[src/rtl/sha3_pad_block.sv]
// SHA-3 padder: packs AXI-Stream message beats into RATE_BITS rate blocks,
// applies the domain suffix and pad10*1, and hands blocks to the absorb stage.
module sha3_pad_block #(
    parameter int          DATA_W    = 64,
    parameter int          RATE_BITS = 1088,
    parameter logic [7:0]  DSUFFIX   = 8'h06
) (
    input  logic                              ACLK,
    input  logic                              ARESETn,
    input  logic [DATA_W-1:0]                 s_tdata,
    input  logic                              s_tvalid,
    output logic                              s_tready,
    input  logic                              s_tlast,
    input  logic [$clog2(DATA_W/8+1)-1:0]     s_tuser,
    output logic [RATE_BITS-1:0]              m_block,
    output logic                              m_valid,
    input  logic                              m_ready,
    output logic                              m_last
);

    localparam int BYTES      = DATA_W / 8;
    localparam int RATE_BYTES = RATE_BITS / 8;
    localparam int USER_W     = $clog2(BYTES + 1);
    localparam int PTR_W      = $clog2(RATE_BYTES + 1);

    typedef enum logic [1:0] {FILL, FULL, FINAL} state_t;

    state_t                state_q, state_n;
    logic [PTR_W-1:0]      ptr_q, ptr_n, fill;
    logic [RATE_BITS-1:0]  buf_q, buf_n, data_vec, pad_vec, pad_only;
    logic                  pad_q, pad_n;
    logic [USER_W-1:0]     nbytes;
    logic [DATA_W-1:0]     data_m;
    logic                  beat;

    assign s_tready = ARESETn && (state_q == FILL);
    assign m_valid  = (state_q != FILL);
    assign m_last   = (state_q == FINAL);
    assign m_block  = buf_q;
    assign beat     = s_tvalid && s_tready;

    // Valid-byte count, masked beat placed at ptr, and the pad10*1 pattern
    // positioned right after the last message byte.
    always_comb begin
        if (!s_tlast)                     nbytes = USER_W'(BYTES);
        else if (s_tuser > USER_W'(BYTES)) nbytes = USER_W'(BYTES);
        else                               nbytes = s_tuser;
        fill     = ptr_q + PTR_W'(nbytes);
        data_m   = s_tdata & ~({DATA_W{1'b1}} << {nbytes, 3'b000});
        data_vec = RATE_BITS'(data_m) << {ptr_q, 3'b000};
        pad_only = RATE_BITS'(DSUFFIX) ^ {8'h80, {(RATE_BITS-8){1'b0}}};
        pad_vec  = (RATE_BITS'(DSUFFIX) << {fill, 3'b000}) ^ {8'h80, {(RATE_BITS-8){1'b0}}};
    end

    // NOTE: every output of this block gets a default first so no path leaves it
    // unassigned, which would otherwise infer a latch.
    always_comb begin
        state_n = state_q;
        ptr_n   = ptr_q;
        buf_n   = buf_q;
        pad_n   = pad_q;
        unique case (state_q)
            FILL: begin
                if (beat) begin
                    buf_n = buf_q | data_vec;
                    ptr_n = fill;
                    if (fill == PTR_W'(RATE_BYTES)) begin
                        state_n = FULL;
                        pad_n   = s_tlast;
                    end else if (s_tlast) begin
                        buf_n   = (buf_q | data_vec) ^ pad_vec;
                        state_n = FINAL;
                    end
                end
            end
            FULL: begin
                if (m_ready) begin
                    ptr_n = '0;
                    pad_n = 1'b0;
                    if (pad_q) begin
                        buf_n   = pad_only;
                        state_n = FINAL;
                    end else begin
                        buf_n   = '0;
                        state_n = FILL;
                    end
                end
            end
            FINAL: begin
                if (m_ready) begin
                    buf_n   = '0;
                    ptr_n   = '0;
                    state_n = FILL;
                end
            end
            default: state_n = FILL;
        endcase
    end

    // NOTE: state updates use non-blocking assignments so every register samples
    // the pre-edge values. The buffer is reset too: its unwritten bytes must read 0.
    always_ff @(posedge ACLK) begin
        if (!ARESETn) begin
            state_q <= FILL;
            ptr_q   <= '0;
            buf_q   <= '0;
            pad_q   <= 1'b0;
        end else begin
            state_q <= state_n;
            ptr_q   <= ptr_n;
            buf_q   <= buf_n;
            pad_q   <= pad_n;
        end
    end

endmodule

[config.mk]
export PLATFORM = sky130hd
export DESIGN_NAME = sha3_pad_block
export DESIGN_NICKNAME = d
export VERILOG_FILES = /design/src/rtl/sha3_pad_block.sv
export SDC_FILE = /design/constraint.sdc
export NUM_CORES = 2
export LEC_CHECK = 0
export ABC_AREA = 1
export CORE_AREA = 5 5 446 448
export CTS_CLUSTER_SIZE = 28
export DETAILED_ROUTE_END_ITERATION = 16
export DIE_AREA = 0 0 451 453
export GPL_ROUTABILITY_DRIVEN = 1
export PLACE_DENSITY = 0.48
export SYNTH_ARGS = -nofsm -noshare
export SYNTH_HDL_FRONTEND = slang
export SYNTH_SLANG_ARGS = --single-unit
[constraint.sdc]
create_clock -name ACLK -period 3.4 [get_ports ACLK]
set_clock_uncertainty 0.05 [all_clocks]
set_input_delay 0.51 -clock ACLK [delete_from_list [all_inputs] [get_ports ACLK]]
set_output_delay 0.51 -clock ACLK [all_outputs]
set_load 0.005 [all_outputs]
==> results.json <==
{
  "io_buffers": 1163,
  "powerDensity_nw_per_um2": 430.0,
  "period_share": 0.9309,
  "worst_pin_slew_ps": 1292,
  "core_um2": 194200,
  "period_needed_ps": 3165,
  "cts_resized": 0,
  "synth-seq-cells": 1099,
  "synth_edf_count": 0,
  "rsz0062_at_grt": "false",
  "num-nets-final": 9708,
  "layoutNonFillerInstCount": 12300,
  "synth_seq_area_share": 0.4022,
  "maxSlewViolCount": 0,
  "crit_arrival_ps": 3810,
  "setup-violations-final": 0,
  "clock_latency_ps": 800,
  "synth_nets": 8421,
  "syn_inst": 8341,
  "yosys-top-cells-count": "nand2_1, dfxtp_1, inv_1",
  "vias": 63570,
  "ctsHoldBuffers": 0,
  "htree_levels": 4,
  "worstSetupStartpoint": "s_tlast",
  "syn_area_per_cell_um2": 6.558,
  "wirelength_mm": 322.1,
  "track_usage": 0.2984,
  "seqCellArea_um2": 22020,
  "worstSetupEndpointType": "flip-flop",
  "worstSetupPathType": "input pin to flip-flop",
  "grt_start_max_net_pins": 184,
  "placed_area_um2": 73360,
  "avgRoutedWirePerCell_um": 26.18,
  "synth.area.top_cells": "dfxtp_1, nand2_1, nand3_1, a21oi_1, inv_1",
  "place.gp.congestion": 0.9146,
  "vdd_drop_max_mv": 0.4037,
  "clk_pin_slew_ps": 50,
  "yosysTopAreaCell": "dfxtp_1",
  "ys_types": 45,
  "async_flop_share": 0,
  "dp_cells": 12030,
  "die-area_um2": 204300,
  "critPathSlowestCell": "clkdlybuf4s50_1",
  "yosysMostFrequentCell": "nand2_1",
  "cts_tree": "built",
  "grt_pass1_vias": 58200,
  "post-cts-setup-buffers": 0,
  "reg2reg_depth": 10,
  "synthFlopType": "dfxtp_1",
  "grt_busiest_layer": "met2",
  "cp_common_cell": "nand2_1",
  "grt_overflow": 0,
  "drc": 0,
  "path_cells": "clkdlybuf4s50_1, buf_4, nand4_1, inv_1, ha_1, inv_1, nand2_1, nand2_1, nand2_1, inv_1, nor2_1, buf_4, nand2_1, nor2_4, buf_4, nand2_1, nor2_1, inv_1, nand3_1, nand3_1, a21oi_1",
  "io_pins": 1164,
  "viasPerCell": 5.168,
  "worstHoldStart": "m_block[158]$_SDFFE_PN0P_",
  "synth_top_area_frac": 0.4022,
  "r2r_start": "ptr_q[2]$_SDFFE_PN0P_",
  "cts_root_buf": "clkbuf_16",
  "ant_nets": 0,
  "dieHeight_um": 453,
  "critPathMaxFanout": 8,
  "gr-usage-met1": 0.3492,
  "status": "finished clean",
  "multi_input_area_um2": 25880,
  "worstHoldPathCells": 2,
  "dieWidth_um": 451,
  "final_area_um2": 77970,
  "drv_cap": 0,
  "cp_slowest_stage_delay_ps": 650,
  "cts_made_buffers": 135,
  "rows": 162,
  "clockBufferDepth": 3,
  "timing.fmax_ghz": 0.3159,
  "syn_area_um2": 54700,
  "p_leak_nw": 30.49,
  "finalHoldViolCount": 0,
  "use_met3": 0.06307,
  "area_delta_synth_final_pct": 42.54,
  "start_util": 0.2817,
  "drive_above_1_share": 0.09365,
  "yosys_warnings": 0,
  "firstDrtPassIters": 6,
  "slew_headroom": 0.1385,
  "cp-start-kind": "input pin",
  "antenna_found_initial": 64,
  "first_iter_violations": 5886,
  "hold_class": "flip-flop to flip-flop",
  "fillCellCount": 20350,
  "required_ps": 4050,
  "grtUsageMet2": 0.5032,
  "hpwl_mm": 244.7,
  "grt_pass1_wl_mm": 445.7,
  "cts.sinks": 1099
}
-- per-layer routing --
layer / up-vias / share of wire
li1: 29960 / -
met1: 30320 / 0.39
met2: 2704 / 0.47
met3: 592 / 0.073
met4: 6 / 0.067
met5: - / 0.00011
-- layout make-up --
cell class | count | share of cell area
diodes | 32 | 0.001027
clock buffers | 204 | 0.05262
clock inverters | 33 | 0.005408
inverters | 1092 | 0.05306
multi-input cells | 5519 | 0.3319
flip-flops and latches | 1099 | 0.2824
well taps | 2542 | 0.04079
repair buffers | 1781 | 0.2329
-- path summary, 6_finish.rpt --
check	endpoint	slack [ps]
worst max register to register	m_block[111]$_SDFFE_PN0P_	380
worst min-delay path	m_block[158]$_SDFFE_PN0P_	400
worst max-delay path	m_block[913]$_SDFFE_PN0P_	230
worst min register to register	m_block[158]$_SDFFE_PN0P_	400
-- layout by cell type, fill, tap and decap left out, types with 5 or more instances in the layout --
cell and count:
clkbuf_1 27, o21ai_0 148, o21ai_2 16, clkdlybuf4s50_1 1163
a21o_1 5, inv_2 11, o21a_1 16, inv_1 1073
and2_1 9, o21ai_1 56, nand2_2 5, nand3_1 1073
o21bai_1 17, dfxtp_1 1093, a31oi_1 77, nor2_1 788
o31ai_1 7, nor3_1 22, o211ai_1 49, ha_1 7
inv_6 5, nor2_4 11, buf_4 468, diode_2 32
o22ai_1 6, nand2_1 1693, xor2_1 6, or2_2 7
buf_12 150, a21oi_1 934, nor2_2 7, nor4_1 7
nand4_1 534, clkbuf_16 139, clkinv_2 19, clkbuf_8 38
-- flip-flops by register name (all words and copies together), names as in the netlist --
register,count
state_q,2
pad_q,1
m_block,1088
ptr_q,8
-- metrics by stage --
| step | total power, mW | worst slack, ps | setup TNS, ps | hold WS, ps | utilization |
|---|---|---|---|---|---|
| after global routing | 34.57 | 40.93 | 0 | 411.7 | 0.4015 |
| after global placement | 18.86 | -745.4 | -206470 | 387.0 | 0.3778 |
| after detailed placement | 18.86 | -783.4 | -229770 | 388.7 | 0.3778 |
| final | 33.53 | 234.8 | 0 | 397.8 | 0.4016 |
| after floorplan | 15.68 | 412.5 | 0 | 393.8 | - |
| after CTS | 33.73 | 45.68 | 0 | 397.7 | 0.4011 |
-- power breakdown --
part	total (mW)	leakage (nW)	internal (mW)	switching, mW
logic	5.49	19.4	1.90	3.60
clock network	14.9	2.24	8.67	6.23
registers	13.1	8.86	13.0	0.116
-- critical path: cells and delay by family --
family	cells	cell delay [ps]
AOI/OAI and AO/OA	1	120
adders and majority gates	1	150
and+or+nand+nor	11	1440
buffers and inverters	8	1580
-- cell families (layout without fill, tap and decap cells) --
family / Yosys count / in the layout / share of synthesized area
AND/OR/NAND/NOR: 4166 / 4166 / 0.3393
flip-flops: 1099 / 1099 / 0.4022
adder cells (fa/ha/maj): 7 / 7 / 0.001601
XOR/XNOR: 6 / 6 / 0.0009606
AO/OA/AOI/OAI: 1340 / 1340 / 0.1303
other: 0 / 32 / 0
buffers and inverters: 1723 / 3110 / 0.1256
Power figures use the tool's default switching activity.
